### src/rtl/instr_prefetch_queue.sv
// Instruction prefetch FIFO feeding the instruction register, with skip-squash,
// halt-word detection, flush and bubble indication.
module instr_prefetch_queue #(
    parameter int unsigned    INSN_W       = 16,
    parameter int unsigned    DEPTH        = 4,
    parameter int unsigned    SKIP_BIT     = 13,
    parameter logic [INSN_W-1:0] HALT_MASK    = 16'hD800,
    parameter logic [INSN_W-1:0] HALT_PATTERN = 16'hD800,
    parameter logic [INSN_W-1:0] NOP_WORD     = 16'h0000,
    parameter int unsigned    CNT_W        = $clog2(DEPTH + 1)
) (
    input  logic              clk_in,
    input  logic              reset_in,
    input  logic              fetch_valid_in,
    input  logic [INSN_W-1:0] fetch_data_in,
    output logic              fetch_ready_out,
    input  logic              ir_write_en_in,
    input  logic              cond_in,
    input  logic              flush_in,
    output logic [INSN_W-1:0] ir_data_out,
    output logic              ir_valid_out,
    output logic [CNT_W-1:0]  count_out,
    output logic              halted_out
);

    localparam int unsigned PTR_W = $clog2(DEPTH);

    logic [INSN_W-1:0] mem_q [DEPTH];
    logic [PTR_W-1:0]  rd_ptr_q, wr_ptr_q;
    logic [CNT_W-1:0]  count_q, count_d;
    logic [INSN_W-1:0] ir_q, head;
    logic              ir_valid_q, halted_q;
    logic              push, pop, empty, squash, is_halt;

    assign empty   = (count_q == '0);
    assign head    = mem_q[rd_ptr_q];
    assign squash  = head[SKIP_BIT] & ~cond_in;
    assign is_halt = ((head & HALT_MASK) == HALT_PATTERN);

    assign fetch_ready_out = ~reset_in & ~halted_q & ~flush_in & (count_q < CNT_W'(DEPTH));
    assign push = fetch_valid_in & fetch_ready_out;
    assign pop  = ir_write_en_in & ~halted_q & ~empty;

    always_comb begin
        count_d = count_q;
        unique case ({push, pop})
            2'b10:   count_d = count_q + CNT_W'(1);
            2'b01:   count_d = count_q - CNT_W'(1);
            default: count_d = count_q;
        endcase
    end

    // Storage needs no reset: entries are only read when counted as valid.
    always_ff @(posedge clk_in) begin
        if (push) begin
            mem_q[wr_ptr_q] <= fetch_data_in;
        end
    end

    always_ff @(posedge clk_in) begin
        if (reset_in) begin
            rd_ptr_q   <= '0;
            wr_ptr_q   <= '0;
            count_q    <= '0;
            ir_q       <= NOP_WORD;
            ir_valid_q <= 1'b0;
            halted_q   <= 1'b0;
        end else begin
            if (flush_in) begin
                rd_ptr_q <= '0;
                wr_ptr_q <= '0;
                count_q  <= '0;
            end else begin
                if (push) wr_ptr_q <= wr_ptr_q + PTR_W'(1);
                if (pop)  rd_ptr_q <= rd_ptr_q + PTR_W'(1);
                count_q <= count_d;
            end
            if (ir_write_en_in) begin
                if (halted_q) begin
                    ir_q       <= NOP_WORD;
                    ir_valid_q <= 1'b1;
                end else if (empty) begin
                    ir_q       <= NOP_WORD;
                    ir_valid_q <= 1'b0;
                end else if (squash) begin
                    ir_q       <= NOP_WORD;
                    ir_valid_q <= 1'b1;
                end else begin
                    ir_q       <= head;
                    ir_valid_q <= 1'b1;
                    if (is_halt) halted_q <= 1'b1;
                end
            end
        end
    end

    assign ir_data_out  = ir_q;
    assign ir_valid_out = ir_valid_q;
    assign count_out    = count_q;
    assign halted_out   = halted_q;

endmodule

### config.mk
export PLATFORM = sky130hd
export DESIGN_NAME = instr_prefetch_queue
export DESIGN_NICKNAME = d
export VERILOG_FILES = /design/src/rtl/instr_prefetch_queue.sv
export SDC_FILE = /design/constraint.sdc
export NUM_CORES = 1
export LEC_CHECK = 0
export CORE_AREA = 2 2 117 62
export DETAILED_ROUTE_END_ITERATION = 10
export DIE_AREA = 0 0 119 64
export PLACE_DENSITY = 0.77
export SLEW_MARGIN = 5
export SYNTH_ARGS = -nofsm -noshare
export SYNTH_HDL_FRONTEND = slang
export SYNTH_SLANG_ARGS = --single-unit
### constraint.sdc
create_clock -name clk_in -period 2.4 [get_ports clk_in]
set_clock_uncertainty 0.15 [all_clocks]
set_input_delay 0.36 -clock clk_in [delete_from_list [all_inputs] [get_ports clk_in]]
set_output_delay 0.36 -clock clk_in [all_outputs]
set_load 0.05 [all_outputs]
==> out/metrics.yaml, run 1 <==
ctsHoldBuffers: 0
grt_usage: 0.193
yosysTopAreaCell: "edfxtp_1"
rows: 21
die_y_um: 64
grt_pass1_wl_um: 10700
wl_per_cell_um: 18.3
final_common_cell: "edfxtp_1"
io_pins: 44
cp_top_family: "buffers and inverters"
cp_num_buf_inv: 2
worst_slew_pin_slew_ns: 0.519
netlist_instances: 201
ant_nets: 0
synth_mux_area_frac: 0.107
cts_root_buf: "clkbuf_16"
maxSlewViolCount: 0
drt_wl_total_um: 6570
place.gp.congestion: 0.779
relSlewSlack: 0.653
cts_setup_buffers: 0
peakVddDrop_uv: 428
gr-total-overflow: 0
maxCapViolCount: 0
startpoint_type: "input port"
pre_cts_ws_ns: -0.133
synth.avg_cell_area_um2: 17.4
ys.flop_type: "edfxtp_1"
cts_max_level: 3
clockBufferDepth: 2
slowest_stage: "clkdlybuf4s50_1"
dieArea_mm2: 0.00762
drive_gt1_frac: 0.281
endpoint_kind: "register"
async_flop_share: 0
grt_start_max_net_pins: 21
synth_warnings: 0
synth-simple-area-share: 0.0601
placed_area_mm2: 0.00420
fin_crit_sh: 0.924
fmax_ghz: 0.451
path_class: "in2reg"
grt_pass1_vias: 2040
hpwlAfterDp_um: 4120
antenna_found_initial: 0
synth_top_cell_area_share: 0.549
rsz0062_at_grt: "false"
final_cell_area_mm2: 0.00453
clock_sinks: 91
syn-cell-area_mm2: 0.00350
arrival_ns: 2.32
area_growth_pct: 29.5
hold_viol_final: 0
synth_edf_count: 64
min_period_ns: 2.22
status: "finished clean"
layout_common_cells: "edfxtp_1, clkdlybuf4s50_1, dfxtp_1, nor2_1"
seq_area_mm2: 0.00247
worst_slack_ns: 0.183
p_leak_uw: 0.00148
n_antenna_cell: 0
ys_seq_area_frac: 0.704
cp_cell_sequence: "clkdlybuf4s50_1, o31ai_1, nor2_1, ha_4, inv_2, fa_2, xor2_1, or3_1, a21oi_1"
io_buffers: 43
multi_input_area_um2: 972
route.detailed.drc: 0
cts_resized: 0
synthAdderAreaFrac: 0.0236
cts_buffers: 9
synth_xor_area_frac: 0.0125
fin_setup_tns_ns: 0
synth_top_family_by_area: "multiplexers"
initial_core_util: 0.535
crit_fanout: 2
setup_viol: 0
clkTransAtPathRegs_ns: 0.06
hold_class: "reg2reg"
vias: 1920
core_mm2: 0.00654
drt-pass1-iter-count: 4
yosys_register_bits: 91
synth_cell_type_count: 35
via_per_inst: 5.35
syn_nets: 229
cts_tree: "yes"
n_fill_cell: 422
die_width_um: 119
p_per_area_mw_per_mm2: 739
synth_compound_area_frac: 0.0669
synth_area_leaders: "edfxtp_1, dfxtp_1, mux4_2"
required_ns: 2.51
critPathMaxStageDelay_ns: 0.49
initialDrtViolationCount: 108
fin_nets: 290
insertion_delay_ns: 0.33
## sequential cells by signal (all words and copies together), names as in the netlist, named ones only
name / flops
ir_data_out: 16
rd_ptr_q: 2
count_out: 3
mem_q: 64
ir_valid_out: 1
wr_ptr_q: 2
halted_out: 1
## metrics by stage
stage	total power (uW)	hold WS [ns]	std cells	util
2_1_floorplan	1800	0.306	201	-
3_3_place_gp	1880	0.314	343	0.642
3_5_place_dp	1880	0.332	343	0.642
4_1_cts	3370	0.341	359	0.692
5_1_grt	3460	0.355	359	0.692
6_report	3350	0.334	359	0.692
## final cells by class
class                   count  area share
clock buffers              10      0.0527
clock inverters             6      0.0196
multi-input cells          91       0.215
well taps                  92      0.0254
inverters                  10     0.00828
repair buffers             59       0.135
flip-flops and latches     91       0.545
## worst min-delay path, stage by stage (launching register included)
cell and delay [ns]:
dfxtp_1 0.31, inv_1 0.05, o32ai_1 0.07
## report_power, final
part | total, uW | internal, uW | leakage, uW | switching, uW
combinational | 152 | 72.9 | 0.000524 | 78.8
sequential | 1700 | 1690 | 0.000797 | 5.84
clock | 1500 | 939 | 0.000155 | 562
total | 3350 | 2700 | 0.00148 | 647
## cells in the mapped netlist, drive strengths merged (3+ instances only)
cell type	n
a21oi	3
a22oi	14
and3	4
buf	4
clkbuf	5
dfxtp	27
edfxtp	64
ha	5
inv	10
mux4	16
nand2	3
nor2	25
xnor2	3
## metal layers
| layer | wire [um] | track usage |
|---|---|---|
| met2 | 3450 | 0.341 |
| met3 | 219 | 0.0527 |
| met5 | 0 | 0 |
| met4 | 100 | 0.0848 |
| met1 | 2800 | 0.223 |
## kinds of logic (layout without fill, tap and decap cells)
| logic type | count (synthesis) | count (layout) |
|---|---|---|
| buf+inv | 19 | 85 |
| fa+ha+maj | 6 | 6 |
| compound gates | 24 | 24 |
| mux | 16 | 16 |
| flops | 91 | 91 |
| simple gates | 40 | 40 |
| xor+xnor | 5 | 5 |
## worst paths after layout
| kind | startpoint | end | slack, ns | cells past startpoint |
|---|---|---|---|---|
| setup / recovery | ir_write_en_in | count_out[2]$_SDFFE_PP0P_ | 0.18 | 9 |
| hold / removal | ir_data_out[12]$_SDFFE_PP0P_ | ir_data_out[12]$_SDFFE_PP0P_ | 0.33 | 2 |
| setup reg to reg | count_out[0]$_SDFFE_PP0P_ | count_out[2]$_SDFFE_PP0P_ | 0.24 | 8 |
| hold reg to reg | ir_data_out[12]$_SDFFE_PP0P_ | ir_data_out[12]$_SDFFE_PP0P_ | 0.33 | 2 |
Power figures use the tool's default switching activity.
==> run 2, diff against run 1 <==
ABC_CLOCK_PERIOD_IN_PS = 2400   (was not set)
REMOVE_ABC_BUFFERS = 1   (was not set)
==> run 2 against run 1 <==
  * Die area unchanged
  * Critical endpoint unchanged
  * Core utilization is 0.59 points lower
  * Sequential power about the same
  * Critical path depth increased by 1
  * Worst setup slack got worse by 0.11 ns
  * Power fell by 2.6%
  * Largest power group unchanged
  * Non-clock buffer count grew 2
  * Combinational power is essentially flat
  * Register-to-register slack lost 0.08 ns
  * Worst hold slack worse by 0.0018 ns
==> out/metrics.yaml, run 2 (synthesis results as in run 1) <==
vias: 1921
worst_slack_ns: 0.0697
status: "finished clean"
crit_fanout: 2
clkTransAtPathRegs_ns: 0.06
via_per_inst: 5.32
cts_resized: 0
largest_reg_flops: 64
cts_setup_buffers: 0
peakVddDrop_uv: 541
p_total_uw: 3260
hold_class: "reg2reg"
grt_start_max_net_pins: 21
maxSlewViolCount: 0
pre_cts_ws_ns: -0.256
path_class: "in2reg"
cts_tree: "yes"
grt_pass1_wl_um: 10400
final_common_cell: "edfxtp_1"
required_ns: 2.52
rsz0062_at_grt: "false"
startpoint_type: "input port"
area_growth_pct: 28.4
antenna_found_initial: 0
reg2reg_from: "count_out[2]$_SDFFE_PP0P_"
io_buffers: 43
cts_buffers: 9
top_register: "mem_q"
gr-total-overflow: 0
fmax_ghz: 0.429
wl_per_cell_um: 18.3
layout_common_cells: "edfxtp_1, clkdlybuf4s50_1, dfxtp_1, nor2_1, buf_4"
clockBufferDepth: 2
drt_wl_total_um: 6600
grt_usage: 0.192
drt-pass1-iter-count: 4
hold_viol_final: 0
grt_pass1_vias: 1930
drive_gt1_frac: 0.257
min_period_ns: 2.33
critPathLaunch: "reset_in"
ctsHoldBuffers: 0
ant_nets: 0
place.gp.congestion: 0.711
p_leak_uw: 0.00147
arrival_ns: 2.45
die_width_um: 119
fin_nets: 292
clock_sinks: 91
core_mm2: 0.00654
insertion_delay_ns: 0.34
dieArea_mm2: 0.00762
die_y_um: 64
fin_crit_sh: 0.971
rows: 21
cts_max_level: 3
worst_slew_pin_slew_ns: 0.506
n_antenna_cell: 0
io_pins: 44
initialDrtViolationCount: 136
cts_root_buf: "clkbuf_16"
maxCapViolCount: 0
endpoint_kind: "register"
setup_viol: 0
hpwlAfterDp_um: 4330
initial_core_util: 0.535
route.detailed.drc: 0
p_per_area_mw_per_mm2: 726
min-delay-start: "ir_data_out[12]$_SDFFE_PP0P_"
relSlewSlack: 0.661
[run 2: cell types whose count changed in the layout (fill, tap and decap cells not counted), sizes merged]
cell	previous run	this run
buf	17	19
clkbuf	10	12
bufinv	2	1
clkinvlp	2	1
[run 2: cell type report]
cell class | instances | area, um^2
clock inverter | 4 | 47.5
timing repair buffer | 61 | 626
fill | 421 | 2050
tap | 92 | 115
clock buffer | 12 | 258
inverter | 10 | 37.5
sequential | 91 | 2460
multi-input combinational | 91 | 946
[run 2: power breakdown]
group | switching (uW) | internal (uW) | total, uW
combinational | 77.4 | 71.1 | 149
clock | 549 | 866 | 1420
sequential | 5.66 | 1690 | 1700
[run 2: per-layer routing]
metal | share of wire | up-vias | GRT usage
li1 | - | 897 | -
met1 | 0.42 | 957 | 0.236
met2 | 0.50 | 61 | 0.320
met3 | 0.066 | 6 | 0.0563
met4 | 0.010 | 0 | 0.0848
met5 | 0 | - | 0
[run 2: worst max-delay path, cell delays in order]
cell and delay [ns]:
clkdlybuf4s50_1 0.56, nor4_2 0.08, and2_1 0.18, inv_2 0.06
ha_1 0.16, inv_1 0.06, fa_1 0.37, xor2_1 0.16
or3_1 0.32, a21oi_1 0.15
[run 2: final timing paths]
| check | cells past startpoint | slack [ns] | to |
|---|---|---|---|
| max | 10 | 0.07 | count_out[2]$_SDFFE_PP0P_ |
| min | 2 | 0.33 | ir_data_out[12]$_SDFFE_PP0P_ |
| max reg2reg | 8 | 0.16 | count_out[2]$_SDFFE_PP0P_ |
| min reg2reg | 2 | 0.33 | ir_data_out[12]$_SDFFE_PP0P_ |
[run 2: stage by stage]
step                      area (um^2)  instances   util  TNS, ns  hold slack, ns
after CTS                        4490        361  0.687        0           0.335
final                            4490        361  0.687        0           0.332
after detailed placement         4190        345  0.640   -0.347           0.326
after floorplan                  3450        192      -   -32.97           0.277
after global routing             4490        361  0.687        0           0.352
after global placement           4190        345  0.640   -0.243           0.318
==> RTL change (config.mk and constraints of run 2) <==
Register the output `count_out` once more, with the module's reset; this adds one clock of latency there. The other outputs are not delayed to match.
--- a/src/rtl/instr_prefetch_queue.sv
+++ b/src/rtl/instr_prefetch_queue.sv
@@ -98,3 +98,9 @@
     assign ir_valid_out = ir_valid_q;
-    assign count_out    = count_q;
+    always_ff @(posedge clk_in) begin
+        if (reset_in) begin
+            count_out <= '0;
+        end else begin
+            count_out <= count_q;
+        end
+    end
     assign halted_out   = halted_q;
Behaviour: not the same (a bounded check fails within 4 cycles, from zero or initial values and one cycle with reset_in high).
==> RTL change against run 2 <==
Sequential cell count rose by 3. Worst setup slack improved by 0.054 ns. Final area fell by 0.31%. Sequential power rose by 3%. Synthesized area fell by 0.18%. Clock power fell by 4%. Wire length rose by 4.7%. Power fell by 0.31%. Register-to-register slack improved by 0.04 ns. Maximum frequency rose by 2.4%. Hold slack improved by 0.00094 ns. Largest cell class unchanged.
==> RTL change: results <==
{
  "outcome": "complete, no violations",
  "rr_worst_depth": 9,
  "synth-compound-area-share": 0.0505,
  "routed-via-count": 1968,
  "fin_nets": 298,
  "synth_xor_xnor_area_share": 0.0125,
  "yosysSeqAreaShare": 0.722,
  "grt_util_all_layers": 0.200,
  "critPathMaxStageDelay_ns": 0.48,
  "pre_cts_ws_ns": -0.337,
  "placed_cells": 351,
  "hold_path_end": "ir_valid_out",
  "grtUsageMet3": 0.0554,
  "worst_pin_slew_ns": 0.505,
  "ff2ff_setup_slack_ns": 0.20,
  "grt_pass1_vias": 2073,
  "synth_area_leaders": "edfxtp_1, dfxtp_1, mux4_2",
  "crit_end": "count_q[2]",
  "wl_um": 6910,
  "peakVddDrop_mv": 0.312,
  "internal_power_mw": 2.54,
  "r2r-start": "count_q[2]",
  "dp_hpwl_um": 4180,
  "muxShareOfSynthArea": 0.107,
  "yosys-top-cells-count": "edfxtp_1, dfxtp_1, nor2_1",
  "route.met3.wl_um": 467
}
RTL change: area by class of cell:
class | count | area [um^2] | area share
flip-flops and latches | 94 | 2520 | 0.563
multi-input cells | 95 | 890 | 0.199
repair buffers | 61 | 628 | 0.140
clock buffers | 9 | 225 | 0.0503
well taps | 92 | 115 | 0.0257
clock inverters | 7 | 63.8 | 0.0142
inverters | 9 | 33.8 | 0.00754
RTL change: power by group through the flow:
stage	logic, mW	registers (mW)	clock network (mW)
floorplan	0.0425	1.79	0
global placement	0.143	1.78	0
detailed placement	0.148	1.78	0
CTS	0.149	1.75	1.37
global route	0.159	1.75	1.43
finish	0.149	1.75	1.36
RTL change: logic make-up (layout without fill, tap and decap cells):
kind of cell | after synthesis | after routing
flip-flops | 94 | 94
AND/OR/NAND/NOR | 45 | 45
AO/OA/AOI/OAI | 23 | 23
buffers and inverters | 18 | 86
multiplexers | 16 | 16
adder cells (fa/ha/maj) | 6 | 6
XOR/XNOR | 5 | 5
